## config.mk

```make
export PLATFORM = sky130hd
export DESIGN_NAME = hazard_sequencer
export DESIGN_NICKNAME = d
export VERILOG_FILES = /design/src/rtl/hazard_sequencer.sv
export SDC_FILE = /design/constraint.sdc
export NUM_CORES = 1
export LEC_CHECK = 0
export ABC_AREA = 0
export CAP_MARGIN = 10
export CORE_ASPECT_RATIO = 1.2
export CORE_MARGIN = 4
export CORE_UTILIZATION = 28
export CTS_BUF_LIST = sky130_fd_sc_hd__clkbuf_8 sky130_fd_sc_hd__clkbuf_16
export DETAILED_ROUTE_END_ITERATION = 6
export GPL_ROUTABILITY_DRIVEN = 0
export GPL_TIMING_DRIVEN = 0
export PLACE_DENSITY = 0.85
export SYNTH_ARGS = -nofsm -noshare
export SYNTH_HDL_FRONTEND = slang
export SYNTH_SLANG_ARGS = --single-unit
```

## constraint.sdc

```tcl
create_clock -name CLK -period 1.85 [get_ports CLK]
set_input_delay 0.185 -clock CLK [delete_from_list [all_inputs] [get_ports CLK]]
set_output_delay 0.185 -clock CLK [all_outputs]
set_load 0.005 [all_outputs]
```

## src/rtl/hazard_sequencer.sv

```systemverilog
// -----------------------------------------------------------------------------
// hazard_sequencer
//
// Pipeline hazard and stall sequencer for a five-stage in-order core.
// Decides, every cycle, which pipeline latches advance, which are flushed
// and whether the PC loads. It handles four conditions:
//   - data-memory wait
//   - taken-branch redirect
//   - load-use interlock
//   - instruction-fetch miss
// It also handles a sticky processor halt.
//
// Optional feature:
//   HAZARD_PERF_CNT_EN  when defined, builds saturating 16-bit stall/flush
//                       performance counters. When undefined, both counter
//                       outputs are tied to zero and no counter flops exist.
//
// Ports:
//   CLK                 rising-edge clock
//   nRST                asynchronous active-low reset
//   ihit                instruction fetch completes this cycle
//   dhit                data access in MEM completes this cycle
//   ifid_rs, ifid_rt    source registers of the instruction in ID
//   idex_dREN           instruction in EX is a load
//   idex_wsel           destination register of the instruction in EX
//   exmem_dREN/dWEN     memory read / write in MEM
//   exmem_branch_taken  redirect resolved in MEM
//   exmem_halt          halt instruction in MEM
//   pc_en               PC load enable
//   ifid_enable, ifid_flush, idex_enable, idex_flush, exmem_enable,
//   exmem_flush, memwb_enable
//                       pipeline latch controls
//   halt                processor halted (sticky until reset)
//   stall_cnt           cycles with pc_en=0 outside HALTED/reset (saturating)
//   flush_cnt           branch-flush cycles (saturating)
//   state_dbg           current sequencer state (0=RUN, 1=MEMWAIT, 2=HALTED)
//
// Handshake note: this block has no valid/ready channels. Every output is a
// level that applies to the current cycle and is consumed by the latches on
// the next rising edge of CLK.
// -----------------------------------------------------------------------------
module hazard_sequencer (
  input  logic        CLK,
  input  logic        nRST,
  input  logic        ihit,
  input  logic        dhit,
  input  logic [4:0]  ifid_rs,
  input  logic [4:0]  ifid_rt,
  input  logic        idex_dREN,
  input  logic [4:0]  idex_wsel,
  input  logic        exmem_dREN,
  input  logic        exmem_dWEN,
  input  logic        exmem_branch_taken,
  input  logic        exmem_halt,
  output logic        pc_en,
  output logic        ifid_enable,
  output logic        ifid_flush,
  output logic        idex_enable,
  output logic        idex_flush,
  output logic        exmem_enable,
  output logic        exmem_flush,
  output logic        memwb_enable,
  output logic        halt,
  output logic [15:0] stall_cnt,
  output logic [15:0] flush_cnt,
  output logic [1:0]  state_dbg
);

  typedef enum logic [1:0] {
    ST_RUN     = 2'd0,
    ST_MEMWAIT = 2'd1,
    ST_HALTED  = 2'd2
  } state_t;

  state_t state;

  logic memop;
  logic freeze;
  logic load_use;

  assign memop  = exmem_dREN | exmem_dWEN;
  assign freeze = memop & ~dhit;

  // A load in EX whose destination feeds an operand of the instruction in ID.
  // Register 0 is hard-wired to zero, so it never creates a dependency.
  assign load_use = idex_dREN & (idex_wsel != 5'd0) &
                    ((idex_wsel == ifid_rs) | (idex_wsel == ifid_rt));

  // ---------------------------------------------------------------------------
  // State register.
  // A halt in MEM is latched only when MEM is not frozen. Then the halt
  // instruction itself retires through MEM/WB on the latching edge.
  // ---------------------------------------------------------------------------
  always_ff @(posedge CLK or negedge nRST) begin
    if (!nRST) begin
      state <= ST_RUN;
    end else begin
      unique case (state)
        ST_RUN: begin
          if (exmem_halt && !freeze) state <= ST_HALTED;
          else if (freeze)           state <= ST_MEMWAIT;
        end
        ST_MEMWAIT: begin
          if (exmem_halt && !freeze) state <= ST_HALTED;
          else if (dhit)             state <= ST_RUN;
        end
        ST_HALTED: state <= ST_HALTED;
        default:   state <= ST_RUN;
      endcase
    end
  end

  assign state_dbg = state;

  // ---------------------------------------------------------------------------
  // Latch controls, highest priority first:
  // HALTED, freeze, branch, load-use, fetch miss, normal.
  // During reset, every control is forced low regardless of the inputs.
  // ---------------------------------------------------------------------------
  always_comb begin
    pc_en        = 1'b0;
    ifid_enable  = 1'b0;
    ifid_flush   = 1'b0;
    idex_enable  = 1'b0;
    idex_flush   = 1'b0;
    exmem_enable = 1'b0;
    exmem_flush  = 1'b0;
    memwb_enable = 1'b0;
    halt         = 1'b0;

    if (!nRST) begin
      // Everything stays low while reset is asserted.
    end else if (state == ST_HALTED) begin
      halt = 1'b1;
    end else if (freeze) begin
      // Whole pipe holds. A branch or halt sitting in MEM waits here for dhit.
    end else if (exmem_branch_taken) begin
      pc_en        = 1'b1;
      ifid_enable  = 1'b1;
      ifid_flush   = 1'b1;
      idex_enable  = 1'b1;
      idex_flush   = 1'b1;
      exmem_enable = 1'b1;
      exmem_flush  = 1'b1;
      memwb_enable = 1'b1;
    end else if (load_use || !ihit) begin
      // PC and IF/ID hold. ID/EX loads a bubble so the older instructions
      // drain one slot. This is the only case where a flush comes without
      // the matching enable being fully meaningful: idex is enabled here.
      idex_enable  = 1'b1;
      idex_flush   = 1'b1;
      exmem_enable = 1'b1;
      memwb_enable = 1'b1;
    end else begin
      pc_en        = 1'b1;
      ifid_enable  = 1'b1;
      idex_enable  = 1'b1;
      exmem_enable = 1'b1;
      memwb_enable = 1'b1;
    end
  end

  // ---------------------------------------------------------------------------
  // Performance counters
  // ---------------------------------------------------------------------------
`ifdef HAZARD_PERF_CNT_EN
  logic stall_cycle;
  logic branch_flush;

  // pc_en is already low during reset; the HALTED check keeps halt time out
  // of the stall count.
  assign stall_cycle  = nRST & ~pc_en & (state != ST_HALTED);
  // A full flush triple only ever comes from the branch case.
  assign branch_flush = ifid_flush & exmem_flush;

  always_ff @(posedge CLK or negedge nRST) begin
    if (!nRST) begin
      stall_cnt <= 16'd0;
      flush_cnt <= 16'd0;
    end else begin
      if (stall_cycle && (stall_cnt != 16'hFFFF))
        stall_cnt <= stall_cnt + 16'd1;
      if (branch_flush && (flush_cnt != 16'hFFFF))
        flush_cnt <= flush_cnt + 16'd1;
    end
  end
`else
  assign stall_cnt = 16'd0;
  assign flush_cnt = 16'd0;
`endif

endmodule

```

==> Word level (Yosys, flattened, before mapping) <==
Index checks and enable logic that the tools add are counted.
{ "word_totals": {"ff_bits": 2, "out_inout_bits": 43, "wordCells": 44} }
{ "op_classes": {"n_eq_ne": 6, "n_mux": 24, "n_bitwise": 6, "n_reduce_logical": 7} }
{ "op_table": {"columns": ["cell", "n"], "rows": [
  ["$mux 1", 19],
  ["$eq 5x5->1", 2],
  ["$mux 2", 4],
  ["$ne 3x3->1 const B", 2],
  ["$pmux 2 s3", 1],
  ["$reduce_bool 5->1", 1],
  ["$and 1x1->1", 3],
  ["$eq 2x1->1 const B", 1],
  ["$eq 2x2->1 const B", 1],
  ["$logic_not 1->1", 2],
  ["$logic_not 2->1", 1],
  ["$or 1x1->1", 2],
  ["$reduce_and 2->1", 1],
  ["$logic_and 1x1->1", 1],
  ["$logic_or 1x1->1", 1],
  ["$not 1->1", 1]
]} }

==> Logic depth before layout (Yosys ltp) <==
Gate-level depths: netlist of the first run.
{ "depth": {"word_depth": 9, "ltp_mapped": 5} }

==> Least setup slack after synthesis of the first run <==
OpenSTA, ideal clock, no wires.
{ "synth_path": {"kind": "register -> output", "startpoint": "reg state[1], in the netlist state_dbg[1]", "endpoint": "out pc_en", "t_arrival_ns": 1.141, "setup_slack_ns": 0.524, "stages_incl_launch_ff": 6, "n_path_buf": 1, "path_cell_list": "dfrtp_1 nand2b_1 o211a_1 o21a_1 o31a_1 buf_4"} }
{ "synth_via": {"elab_chain_cells": 3} }
{ "synth_lines": {"columns": ["item", "line", "source"], "rows": [
  ["start, declared", "75", "state_t state;"],
  ["start signal, assigned", "96", "state <= ST_RUN;"],
  ["start signal, assigned", "100", "if (exmem_halt && !freeze) state <= ST_HALTED;"],
  ["start signal, assigned", "101", "else if (freeze) state <= ST_MEMWAIT;"],
  ["$eq 2x2->1", "133", "end else if (state == ST_HALTED) begin"],
  ["$mux 1 (2 in a row)", null, null],
  ["end, declared", "55", "output logic pc_en,"]
]} }
No other way between the ends.

==> Final worst setup path of the first run <==
{ "layout_path": {"startpoint": "reg state[0], in the netlist state_dbg[0]", "endpoint": "out ifid_flush"} }
{ "layout_via": {"elab_chain_cells": 3} }
{ "layout_lines": {"columns": ["item", "line", "source"], "rows": [
  ["$eq 2x2->1", "133", null],
  ["$mux 1", "133", null],
  ["$mux 1", "131", "if (!nRST) begin"],
  ["end, declared", "57", "output logic ifid_flush,"]
]} }
No other way between the ends.

==> summary.md, run 1 <==
| Metric | Value |
|---|---|
| Outcome | complete, no violations |
| Initial drt markers | 7 |
| Clock Latency Late Sink | around 0.21 ns |
| Worst IR Drop VDD | 185 uV |
| Crit-path cells | nand2b_1 -> o211a_1 -> buf_6 -> and2_1 -> buf_4 -> dlygate4sd2_1 |
| Clock buffer depth | 2 |
| Top post-synthesis cells by area | buf_4, xor2_1, dfrtp_1 |
| Final Power | 609 uW |
| Routed Antenna Nets | 0 |
| Cell with the most instances after synthesis | buf_4 |
| Cell area after synthesis | around 550 um^2 |
| Syn_area_per_cell | about 7.6 um^2 |
| First-pass GRT wire length | approximately 2.3 mm |
| Fmax | 0.556 GHz |
| WL/cell | 9.59 um |
| FFs w/ async S/R, synth | 100% |
| Post-synth EDFFs | 0 |
| TritonCTS buffer count | 3 |
| Clock tree sinks | 2 |
| Hold Vio Cnt, Final | 0 |
| Reg2reg start | state_dbg[1] |
| Total GRT Usage | 10.8% |
| Final setup viols | 0 |
| Tmin final | about 1.8 ns |
| Worst setup EP type | output pin |
| Tcrit/Tclk final | 97.3% |
| Max-Cap Viols | 0 |
| CTS Root Cell | clkbuf_8 |
| Lkg Pwr | 0.685 nW |
| H-Tree Level Count | 1 |
| Number of global-route vias before repair | 583 |
| Count of state elements after synthesis | 2 |
| Placed insts | between 150 and 200 |
| Pwr/cell area | 540 mW/mm^2 |
| Max incr delay on CP | 0.37 ns |
| Setup Skew | 0.00123 ns |
| Sequential element share of the synthesized area | 9.05% |
| Placed inst area | 0.00103 mm^2 |
| Layout cells sized above 1 | about a third |
| Core area | roughly 0.0019 mm^2 |
| CP Data Arrival Time | 1.61 ns |
| Final WL | approximately 1.6 mm |
| Fin Setup TNS | 0 ns |
| CP max FO | 5 |
| Area leader, netlist | buf_4 |
| Mapped Cells | 73 |
| Antenna Cells | 0 |
| IO Port Bufs | 34 |
| Fin cells | around 170 |
| Critical path class | flip-flop to output pin |
| Worst-path clk slew | 0.03 ns |
| Post-layout util | 61.0% |
| CP max stage cell | dfrtp_1 |
| Rows | 17 |
| Worst Setup SP | state_dbg[0] |
| Post-route cell area | approximately 0.0011 mm^2 |
| Crit path required time | 1.66 ns |
| Drt drc | 0 |
| Setup ws final | 0.0505 ns |
| GRT overflow | 0 |
| Ports | 67 |
| Ys flop type | dfrtp_1 |
| Number of detailed-route iterations in the first pass | 3 |
| Min-Delay Path Class | input pin to async pin |
| Max reg flops | 2 |
| Die area | 0.00275 mm^2 |
| Die W | 48.6 um |
| WHS | 0.381 ns |
| CTS tree | done |
| Nets | 174 |
| DP HPWL | 1.40 mm |
| Max-slew violations | 0 |
| Total number of vias | 624 |
| Antenna violations before repair | 0 |
| Area growth syn-to-layout | 104% |
| Dpl ws | -0.431 ns |
| Yosys warning count | 0 |
| Post-synth top cells | buf_4, xor2_1, nor2_1 |
| Startpoint Class | flip-flop |
| Initial Utilization | 29.9% |
| Largest net degree at the start of global routing | 6 |
| Via density | about 3.7 |
| Die height | 56.7 um |
| Post-synth top area share | 48.9% |
| Synth cell types | 20 |
power by group:
group          total [mW]  internal, mW  switching [mW]
clock               0.170         0.137          0.0324
sequential         0.0771        0.0607          0.0164
combinational       0.362         0.235           0.127
total               0.609         0.433           0.176
worst max-delay path: cells and delay by family (launching register included):
| kind | cells | cell delay (ns) |
|---|---|---|
| AND/OR/NAND/NOR | 2 | 0.34 |
| buffers and inverters | 3 | 0.50 |
| AO/OA/AOI/OAI | 1 | 0.18 |
| flip-flops | 1 | 0.37 |
metal layers:
metal  global-route usage [%]  vias to the layer above  share of wire [%]
met1                     9.97                      255                 34
met2                     18.8                       48                 51
met5                        0                        -                  0
met4                     8.08                        0                1.0
li1                         -                      319                  -
met3                     4.24                        2                 14
cells in the final DEF (no fill, tap or decap), drive strengths merged, types with 2 or more instances in the layout:
cell and count:
buf 43, clkbuf 3, clkdlybuf4s50 16, conb 32
dfrtp 2, dlygate4sd2 12, dlymetal6s2s 4, inv 2
nand2b 2, nor2 4, nor3 2, o21ai 4
xor2 10
layout make-up:
cell class / count / area (um^2)
Multi-Input combinational cell: 64 / 344
Inverter: 2 / 7.51
Tap cell: 19 / 23.8
Sequential cell: 2 / 50.0
Fill cell: 162 / 722
Clock buffer: 3 / 41.3
Timing Repair Buffer: 41 / 392
Buffer: 36 / 270
what timing repair did:
item,CTS,global route
hold endpoints to repair,0,2
pin swaps,6,4
hold buffers,0,1
gates cloned,0,0
setup endpoints to repair,7,4
buffers inserted,4,2
gates resized for setup,16,6
logic make-up (layout without fill, tap and decap cells):
group	after synthesis	count (layout)	synth area share, %
AOI/OAI and AO/OA	10	10	12.4
xor gates and xnor gates	10	10	15.8
buffers and inverters	38	82	50.2
DFF	2	2	9.05
other	1	32	0.678
and+or+nand+nor	12	12	11.8
final timing paths:
path / cells after the start / slack [ns] / to
worst max register to register: 3 / 1.02 / state_dbg[1]
max in group asynchronous: 2 / 1.34 / state_dbg[0]
worst max-delay path: 6 / 0.05 / ifid_flush
worst min-delay path: 2 / 0.38 / state_dbg[1]
min in group CLK: 1 / 0.50 / state_dbg[0]
worst min register to register: 1 / 0.50 / state_dbg[0]
No activity file was read; power rests on OpenSTA's default activity.
==> run 2: changes to the inputs <==
CTS_CLUSTER_SIZE = 28   (was not set)
==> results of run 2 <==
No change in the layout: final DEF, timing and power equal those of run 1.
==> run 3: changes to the inputs <==
RECOVER_POWER = 25   (was not set)
==> run 3 against run 2 <==
Against the previous run: sequential cell count stayed put; sequential share of layout area hardly changed; worst hold slack improved by 0.12 ns; first-iteration DRC count shrank 14%; non-clock buffer count is the same; clock-buffer cell count stayed put; total power is essentially flat; die area unchanged; wire length increased by 0.37%; sequential power about the same; critical endpoint unchanged; largest power group unchanged; register-to-register slack hardly changed; core utilization shrank 0.14 points.
==> summary.md, run 3 (same netlist as run 1, synthesis figures left out) <==
| Metric | Value |
|---|---|
| Outcome | complete, no violations |
| Critical path class | flip-flop to output pin |
| Worst Setup SP | state_dbg[0] |
| Initial Utilization | roughly 30% |
| Number of detailed-route iterations in the first pass | 4 |
| Rows | 17 |
| Largest net degree at the start of global routing | 6 |
| Final Power | between 600 and 700 uW |
| Startpoint Class | flip-flop |
| Crit path required time | 1.66 ns |
| TritonCTS buffer count | 3 |
| CP Data Arrival Time | ~1.6 ns |
| Core area | 0.00185 mm^2 |
| Area growth syn-to-layout | 104% |
| Drt drc | 0 |
| Final setup viols | 0 |
| Max-slew violations | 0 |
| Setup Skew | 0.00123 ns |
| HP Start | state_dbg[1] |
| GRT overflow | 0 |
| Top routing layer in use | met4 |
| IO Port Bufs | 34 |
| Layout cells sized above 1 | between 30% and 40% |
| Clock buffer depth | 2 |
| Clock tree sinks | 2 |
| WL/cell | roughly 9.6 um |
| Setup ws final | 0.0480 ns |
| Final WL | 1.61 mm |
| Most frequent cells in the layout | buf_4, conb_1, clkdlybuf4s50_1, dlygate4sd2_1, xor2_1 |
| Pwr/cell area | between 500 and 600 mW/mm^2 |
| Die area | roughly 0.0028 mm^2 |
| Hold Vio Cnt, Final | 0 |
| Antenna violations before repair | 0 |
| H-Tree Level Count | 1 |
| CTS tree | done |
| CTS Root Cell | clkbuf_8 |
| Tcrit/Tclk final | 97.4% |
| WHS | 0.502 ns |
| Ports | 67 |
| Number of global-route vias before repair | 583 |
| Clock Latency Late Sink | 0.21 ns |
| Fillers | 162 |
| Nets | 174 |
| Fin cells | 167 |
| Commonest non-fill, non-tap cell in the layout | buf_4 |
| Routed Antenna Nets | 0 |
| Die W | 48.6 um |
| Worst setup EP type | output pin |
| WL met1 | around 550 um |
| Via density | 3.72 |
| CP max FO | 5 |
| DP HPWL | 1.40 mm |
| Met2 Wirelength | 822 um |
| Min-Delay Path Class | flip-flop to flip-flop |
| Placed insts | 157 |
| Dpl ws | -0.431 ns |
| Reg2reg start | state_dbg[0] |
| Max reg flops | 2 |
| Worst-path clk slew | 0.03 ns |
| First-pass GRT wire length | 2.30 mm |
| Initial drt markers | 6 |
| Tmin final | around 1.8 ns |
| Max-Cap Viols | 0 |
| Worst IR Drop VDD | 185 uV |
| Die height | 56.7 um |
| Lkg Pwr | 0.676 nW |
| Fmax | 0.555 GHz |
| Total GRT Usage | 10.8% |
| Total number of vias | 621 |
| Antenna Cells | 0 |
| WL met3 | 217 um |
## run 3: where the power goes
part	internal (mW)	total, mW	switching, mW
Clock	0.137	0.170	0.0324
Sequential	0.0607	0.0773	0.0166
Combinational	0.235	0.361	0.126
Total	0.433	0.609	0.175
## run 3: per-stage QoR
step	TNS [ns]	util [%]	cell area [um^2]
finish	0	60.9	1130
global route	-0.0182	60.9	1130
CTS	0	58.8	1090
detailed placement	-1.41	55.8	1030
global placement	-1.12	55.8	1030
floorplan	0	-	669
## run 3: cell type report
class	instances	area [um^2]	area share, %
timing repair buffer	41	389	34.6
multi-input combinational	64	344	30.6
buffer	36	270	24.0
sequential	2	50.0	4.44
clock buffer	3	41.3	3.67
tap	19	23.8	2.11
inverter	2	7.51	0.667
## run 3: repair_timing
| item | in CTS | in global routing |
|---|---|---|
| gates resized for setup | 16 | 6 |
| endpoints found under the hold margin | 0 | 2 |
| pin swaps | 6 | 4 |
| endpoints found under the setup margin | 7 | 4 |
| hold buffers | 0 | 1 |
| setup buffers | 4 | 2 |
| gates cloned | 0 | 0 |
## run 3: path summary, 6_finish.rpt
kind                            slack [ns]  depth (start not counted)           end
worst max-delay path                  0.05                          6    ifid_flush
worst min-delay path                  0.50                          1  state_dbg[0]
worst max register to register        1.02                          3  state_dbg[1]
worst min register to register        0.50                          1  state_dbg[0]
max in group asynchronous             1.19                          2  state_dbg[0]
min in group asynchronous             0.53                          2  state_dbg[1]
## run 3: worst max-delay path, cell delays in order (launching register included)
cell and delay, ns:
dfrtp_1 0.38, nand2b_1 0.19, o211a_1 0.18, buf_6 0.13, and2_1 0.15, buf_4 0.12
dlygate4sd2_1 0.25
## run 3: layer usage
metal	global-route usage (%)	vias up
met5	0	-
met4	8.08	0
met3	4.24	2
met2	18.8	48
met1	9.97	252
li1	-	319
